`config.mk`:
```
export PLATFORM = sky130hd
export DESIGN_NAME = call_return_ctrl
export DESIGN_NICKNAME = d
export VERILOG_FILES = /design/src/rtl/call_return_ctrl_pkg.sv /design/src/rtl/call_return_ctrl_depth_counter.sv /design/src/rtl/call_return_ctrl.sv
export SDC_FILE = /design/constraint.sdc
export NUM_CORES = 1
export LEC_CHECK = 0
export ABC_AREA = 0
export CORE_MARGIN = 2
export CORE_UTILIZATION = 49
export CTS_BUF_LIST = sky130_fd_sc_hd__clkbuf_2
export CTS_CLUSTER_SIZE = 24
export DETAILED_ROUTE_END_ITERATION = 10
export GPL_TIMING_DRIVEN = 0
export PLACE_DENSITY = 0.89
export SLEW_MARGIN = 20
export SYNTH_ARGS = -nofsm -noshare
export SYNTH_HDL_FRONTEND = slang
export SYNTH_SLANG_ARGS = --single-unit
```
`constraint.sdc`:
```
create_clock -name clk -period 3.8 [get_ports clk]
set_input_delay 0.76 -clock clk [delete_from_list [all_inputs] [get_ports clk]]
set_output_delay 0.76 -clock clk [all_outputs]
set_load 0.02 [all_outputs]
```
`src/rtl/call_return_ctrl_pkg.sv`:
```
// Shared sizing and FSM encoding for the call/return controller, its return
// stack memory and the surrounding PC datapath.
package call_return_ctrl_pkg;
   localparam int AW    = 10;
   localparam int DEPTH = 16;

   typedef enum logic [1:0] {
      IDLE  = 2'd0,
      POP   = 2'd1,
      LOAD  = 2'd2,
      FAULT = 2'd3
   } state_t;
endpackage

```
`src/rtl/call_return_ctrl_depth_counter.sv`:
```
// Saturating up/down occupancy counter for the return stack, with full/empty flags.
module depth_counter #(
   parameter int DEPTH = call_return_ctrl_pkg::DEPTH,
   parameter int CW    = $clog2(DEPTH) + 1
) (
   input  logic          clk,
   input  logic          reset,
   input  logic          inc,
   input  logic          dec,
   output logic [CW-1:0] count,
   output logic          full,
   output logic          empty
);

   assign full  = (count == CW'(DEPTH));
   assign empty = (count == '0);

   // Simultaneous inc/dec cancel; both directions clamp instead of wrapping.
   always_ff @(posedge clk or negedge reset) begin
      if (!reset) begin
         count <= '0;
      end else if (inc && !dec && !full) begin
         count <= count + CW'(1);
      end else if (dec && !inc && !empty) begin
         count <= count - CW'(1);
      end
   end

endmodule

```
`src/rtl/call_return_ctrl.sv`:
```
// Call/return sequencer: pushes return addresses on jal, pops and reloads the
// PC on ret, and parks in FAULT on stack overflow or underflow.
module call_return_ctrl #(
   parameter int AW    = call_return_ctrl_pkg::AW,
   parameter int DEPTH = call_return_ctrl_pkg::DEPTH
) (
   input  logic                   clk,
   input  logic                   reset,
   input  logic                   jal,
   input  logic                   ret,
   input  logic [AW-1:0]          pc_plus1,
   input  logic [AW-1:0]          target,
   input  logic [AW-1:0]          stk_rdata,
   output logic                   stk_push,
   output logic                   stk_pop,
   output logic [AW-1:0]          stk_wdata,
   output logic                   pc_load,
   output logic [AW-1:0]          pc_next,
   output logic                   stall,
   output logic [$clog2(DEPTH):0] depth,
   output logic                   overflow,
   output logic                   underflow
);
   import call_return_ctrl_pkg::*;

   state_t        state_q, state_d;
   logic [AW-1:0] ret_addr_q;
   logic [AW-1:0] pc_last_q;
   logic [AW-1:0] next_c;
   logic          push_c, pop_c, load_c, stall_c;
   logic          inc, dec, full, empty;
   logic          set_ovf, set_unf, capture;

   depth_counter #(
      .DEPTH (DEPTH),
      .CW    ($clog2(DEPTH) + 1)
   ) u_depth (
      .clk   (clk),
      .reset (reset),
      .inc   (inc),
      .dec   (dec),
      .count (depth),
      .full  (full),
      .empty (empty)
   );

   always_comb begin
      state_d = state_q;
      push_c  = 1'b0;
      pop_c   = 1'b0;
      load_c  = 1'b0;
      stall_c = 1'b0;
      next_c  = pc_last_q;
      inc     = 1'b0;
      dec     = 1'b0;
      set_ovf = 1'b0;
      set_unf = 1'b0;
      capture = 1'b0;
      case (state_q)
         IDLE: begin
            // jal has priority; a coincident ret is dropped.
            if (jal) begin
               if (!full) begin
                  push_c = 1'b1;
                  load_c = 1'b1;
                  next_c = target;
                  inc    = 1'b1;
               end else begin
                  set_ovf = 1'b1;
                  state_d = FAULT;
               end
            end else if (ret) begin
               if (!empty) begin
                  pop_c   = 1'b1;
                  stall_c = 1'b1;
                  state_d = POP;
               end else begin
                  set_unf = 1'b1;
                  state_d = FAULT;
               end
            end
         end
         POP: begin
            stall_c = 1'b1;
            capture = 1'b1;
            state_d = LOAD;
         end
         LOAD: begin
            load_c  = 1'b1;
            next_c  = ret_addr_q;
            dec     = 1'b1;
            state_d = IDLE;
         end
         FAULT: begin
            stall_c = 1'b1;
         end
         default: begin
            state_d = IDLE;
         end
      endcase
   end

   // Outputs are forced quiet while reset is held, even if requests are present.
   assign stk_push  = push_c & reset;
   assign stk_pop   = pop_c & reset;
   assign pc_load   = load_c & reset;
   assign stall     = stall_c & reset;
   assign stk_wdata = (push_c && reset) ? pc_plus1 : '0;
   assign pc_next   = reset ? next_c : '0;

   always_ff @(posedge clk or negedge reset) begin
      if (!reset) begin
         state_q    <= IDLE;
         ret_addr_q <= '0;
         pc_last_q  <= '0;
         overflow   <= 1'b0;
         underflow  <= 1'b0;
      end else begin
         state_q <= state_d;
         if (capture) ret_addr_q <= stk_rdata;
         if (load_c)  pc_last_q  <= next_c;
         if (set_ovf) overflow   <= 1'b1;
         if (set_unf) underflow  <= 1'b1;
      end
   end

endmodule

```
==> impl_metrics.yaml <==
logic_synthesis:
  yosysMostFrequentCell: "dfrtp_1"
  ys_ff_latch: 29
  ys_seq_area_share_pct: 42.5
  synth_cells: 170
  synth-async-reset-ratio_pct: 100
  ys.flop_type: "dfrtp_1"
  syn_nets: 213
  synth_edf_count: 0
  synth_cell_types: 32
  synthTopCellsByCount: "29 x dfrtp_1, 24 x nand2_1, 18 x o211ai_1"
  ys_warn_count: 0
  synth_area_leaders: "dfrtp_1 42%, mux2_2 9.2%, o211ai_1 7.9%, ha_1 5.9%, nand2_1 5.3%"
  avgSynthCellArea_um2: 10.1
  synth_top_area_share_pct: 42.5
  synth_top_cell_by_area: "dfrtp_1"
  synth_area_mm2: 0.00171
flow_run:
  cap_violations: 0
timing:
  tns_ns: 0
  tightestPinTransition_ns: 0.683
  hold_viol_final: 0
  layout_min_cycle_time_ns: 3.61
  rsz0062_at_grt: "false"
  setup_viol: 0
  drv_slew: 0
  slew_headroom_pct: 54.5
  fmax_mhz: 277
  finClkSkew_ns: 0.0307
  fin_crit_sh_pct: 95.1
clocking:
  cts-root-buf: "clkbuf_2"
  worstSkewPairLatency_ns: 0.37
  cts.path.max_buffers: 2
  ctsHoldBuffers: 0
  clock-sinks: 29
  cts_max_level: 2
  post-cts-setup-buffers: 0
  tritoncts: "done"
  cts_made_buffers: 5
  path_clk_slew_ns: 0.16
drt:
  drtIter0Drc: 89
  drc_errors: 0
  dr_total_vias: 1512
  dr.pass1.iters: 4
  vias_per_cell: 5.27
  postRouteAntennaNets: 0
  wl_per_cell_um: 14.3
  wl_um: 4100
pwr:
  power_switching_mw: 0.125
  power.total_mw: 0.519
  vdd_drop_max_uv: 141
  internal_power_mw: 0.394
  pwr-share-comb_pct: 13.4
  swShare_pct: 24.1
  clockPowerShare_pct: 27.2
  power_density_mw_per_mm2: 213
  power_frac_seq_pct: 59.4
  leakage_nw: 1.03
global_route:
  grt_pass1_vias: 1598
  antenna_found_initial: 0
  gr-total-overflow: 0
  grt.total_usage_pct: 22.8
  grt_max_degree: 34
  grt_pass1_wl_um: 7110
die:
  io_pins: 65
  core_area_mm2: 0.00334
  rows: 21
  fp.dieH_um: 63.1
  die_w_um: 63.1
  start_util_pct: 51.2
  dieArea_mm2: 0.00398
final_layout:
  diodes: 0
  layout.nets: 284
  area_growth_pct: 42.6
  drive_gt1_share_pct: 13.7
  instances_no_fill: 287
worst_hold_path:
  hp-class: "input port to async pin"
placement:
  place_congestion: 0.787
  port_buffers: 64
  dp_hpwl_um: 3230
  placed_cells: 280
worst_setup_path:
  cp_max_fo: 10
  crit_top_cell: "clkdlybuf4s50_1"
  critPathRequiredTime_ns: 3.04
  path_class: "input port to primary output"
  arrival_ns: 2.85
  worstSetupEndpointType: "primary output"
  cp-start-kind: "input port"
  rrSetupSlack_ns: 0.81
  cpLargestDelayFamily: "buffers and inverters"
  cpPeakStageDelay_ns: 0.60
  crit_slowest_cell: "clkdlybuf4s50_1"
  crit_chain: "clkdlybuf4s50_1 > nand2_1 > a21oi_1 > clkbuf_1 > and3_1 > clkdlybuf4s50_1"
  critPathBufInv: 3
run_status:
  status: "complete, no violations"
## sequential cells by signal, summed over array words and instances (netlist names)
name / count
underflow: 1
state_q: 2
pc_last_q: 10
u_depth.count: 5
overflow: 1
ret_addr_q: 10
## cells by family (layout without fill, tap and decap cells)
| kind of cell | Yosys count | after routing | synth area share [%] |
|---|---|---|---|
| xor+xnor | 3 | 3 | 1.54 |
| fa+ha+maj | 9 | 9 | 7.03 |
| mux | 16 | 16 | 10.4 |
| buf+inv | 16 | 87 | 4.10 |
| flops | 29 | 29 | 42.5 |
| compound gates | 37 | 37 | 15.8 |
| simple gates | 60 | 60 | 18.7 |
## power groups by stage
stage	clock [mW]	sequential [mW]	combinational [mW]
floorplan	0	0.315	0.0158
global placement	0	0.314	0.0702
detailed placement	0	0.314	0.0700
CTS	0.143	0.309	0.0702
global route	0.159	0.309	0.0744
finish	0.141	0.309	0.0694
## cell usage in the layout, fill, tap and decap left out, types with 2 or more instances in the layout
cell,netlist,layout
clkdlybuf4s50_1,0,63
dfrtp_1,29,29
nand2_1,24,24
o211ai_1,18,18
mux2_2,14,14
and2_1,12,12
and3_1,10,10
ha_1,8,8
a21oi_1,7,7
clkbuf_2,0,7
clkbuf_1,7,6
nor2_1,6,6
inv_1,5,5
buf_2,2,3
a211oi_1,2,2
nand2b_1,2,2
o211ai_2,2,2
o21ai_0,2,2
a31o_2,2,2
nand3_1,2,2
mux2i_1,2,2
xor2_1,2,2
## area by class of cell
cell class,count,area [µm²]
Multi-Input combinational cell,125,913
Fill cell,265,900
Sequential cell,29,726
Timing Repair Buffer,64,636
Tap cell,46,57.6
Buffer,11,52.6
Clock buffer,6,30.0
Inverter,5,18.8
Clock inverter,1,3.75
## per-layer routing
| layer | global-route usage, % | vias to the layer above | routed length, µm |
|---|---|---|---|
| li1 | - | 747 | - |
| met1 | 28.9 | 703 | 1810 |
| met2 | 37.2 | 51 | 1990 |
| met3 | 5.89 | 11 | 198 |
| met4 | 9.17 | 0 | 97 |
| met5 | 0 | - | 0 |
## metrics by stage
step                hold slack, ns  worst slack [ns]  instance area [µm²]  utilization (%)
floorplan                    0.464              1.22                 1710                -
global placement             0.453            -0.345                 2410             72.1
detailed placement           0.478             0.123                 2400             72.0
CTS                          0.427             0.113                 2440             73.0
global route                 0.453            0.0296                 2440             73.0
finish                       0.403             0.185                 2440             73.0
## final timing paths
path	from	to	cells past startpoint
max	jal	stk_wdata[8]	6
min in group clk	overflow	overflow	1
min reg2reg	overflow	overflow	1
max in group asynchronous	reset	u_depth.count[1]	1
max reg2reg	state_q[0]	u_depth.count[4]	10
min	reset	pc_last_q[4]	1
## timing repair
action,in CTS,in global routing
hold endpoints to repair,0,0
setup endpoints to repair,0,1
gates resized for setup,0,2
Note: power is estimated with default switching activity, not from simulation.
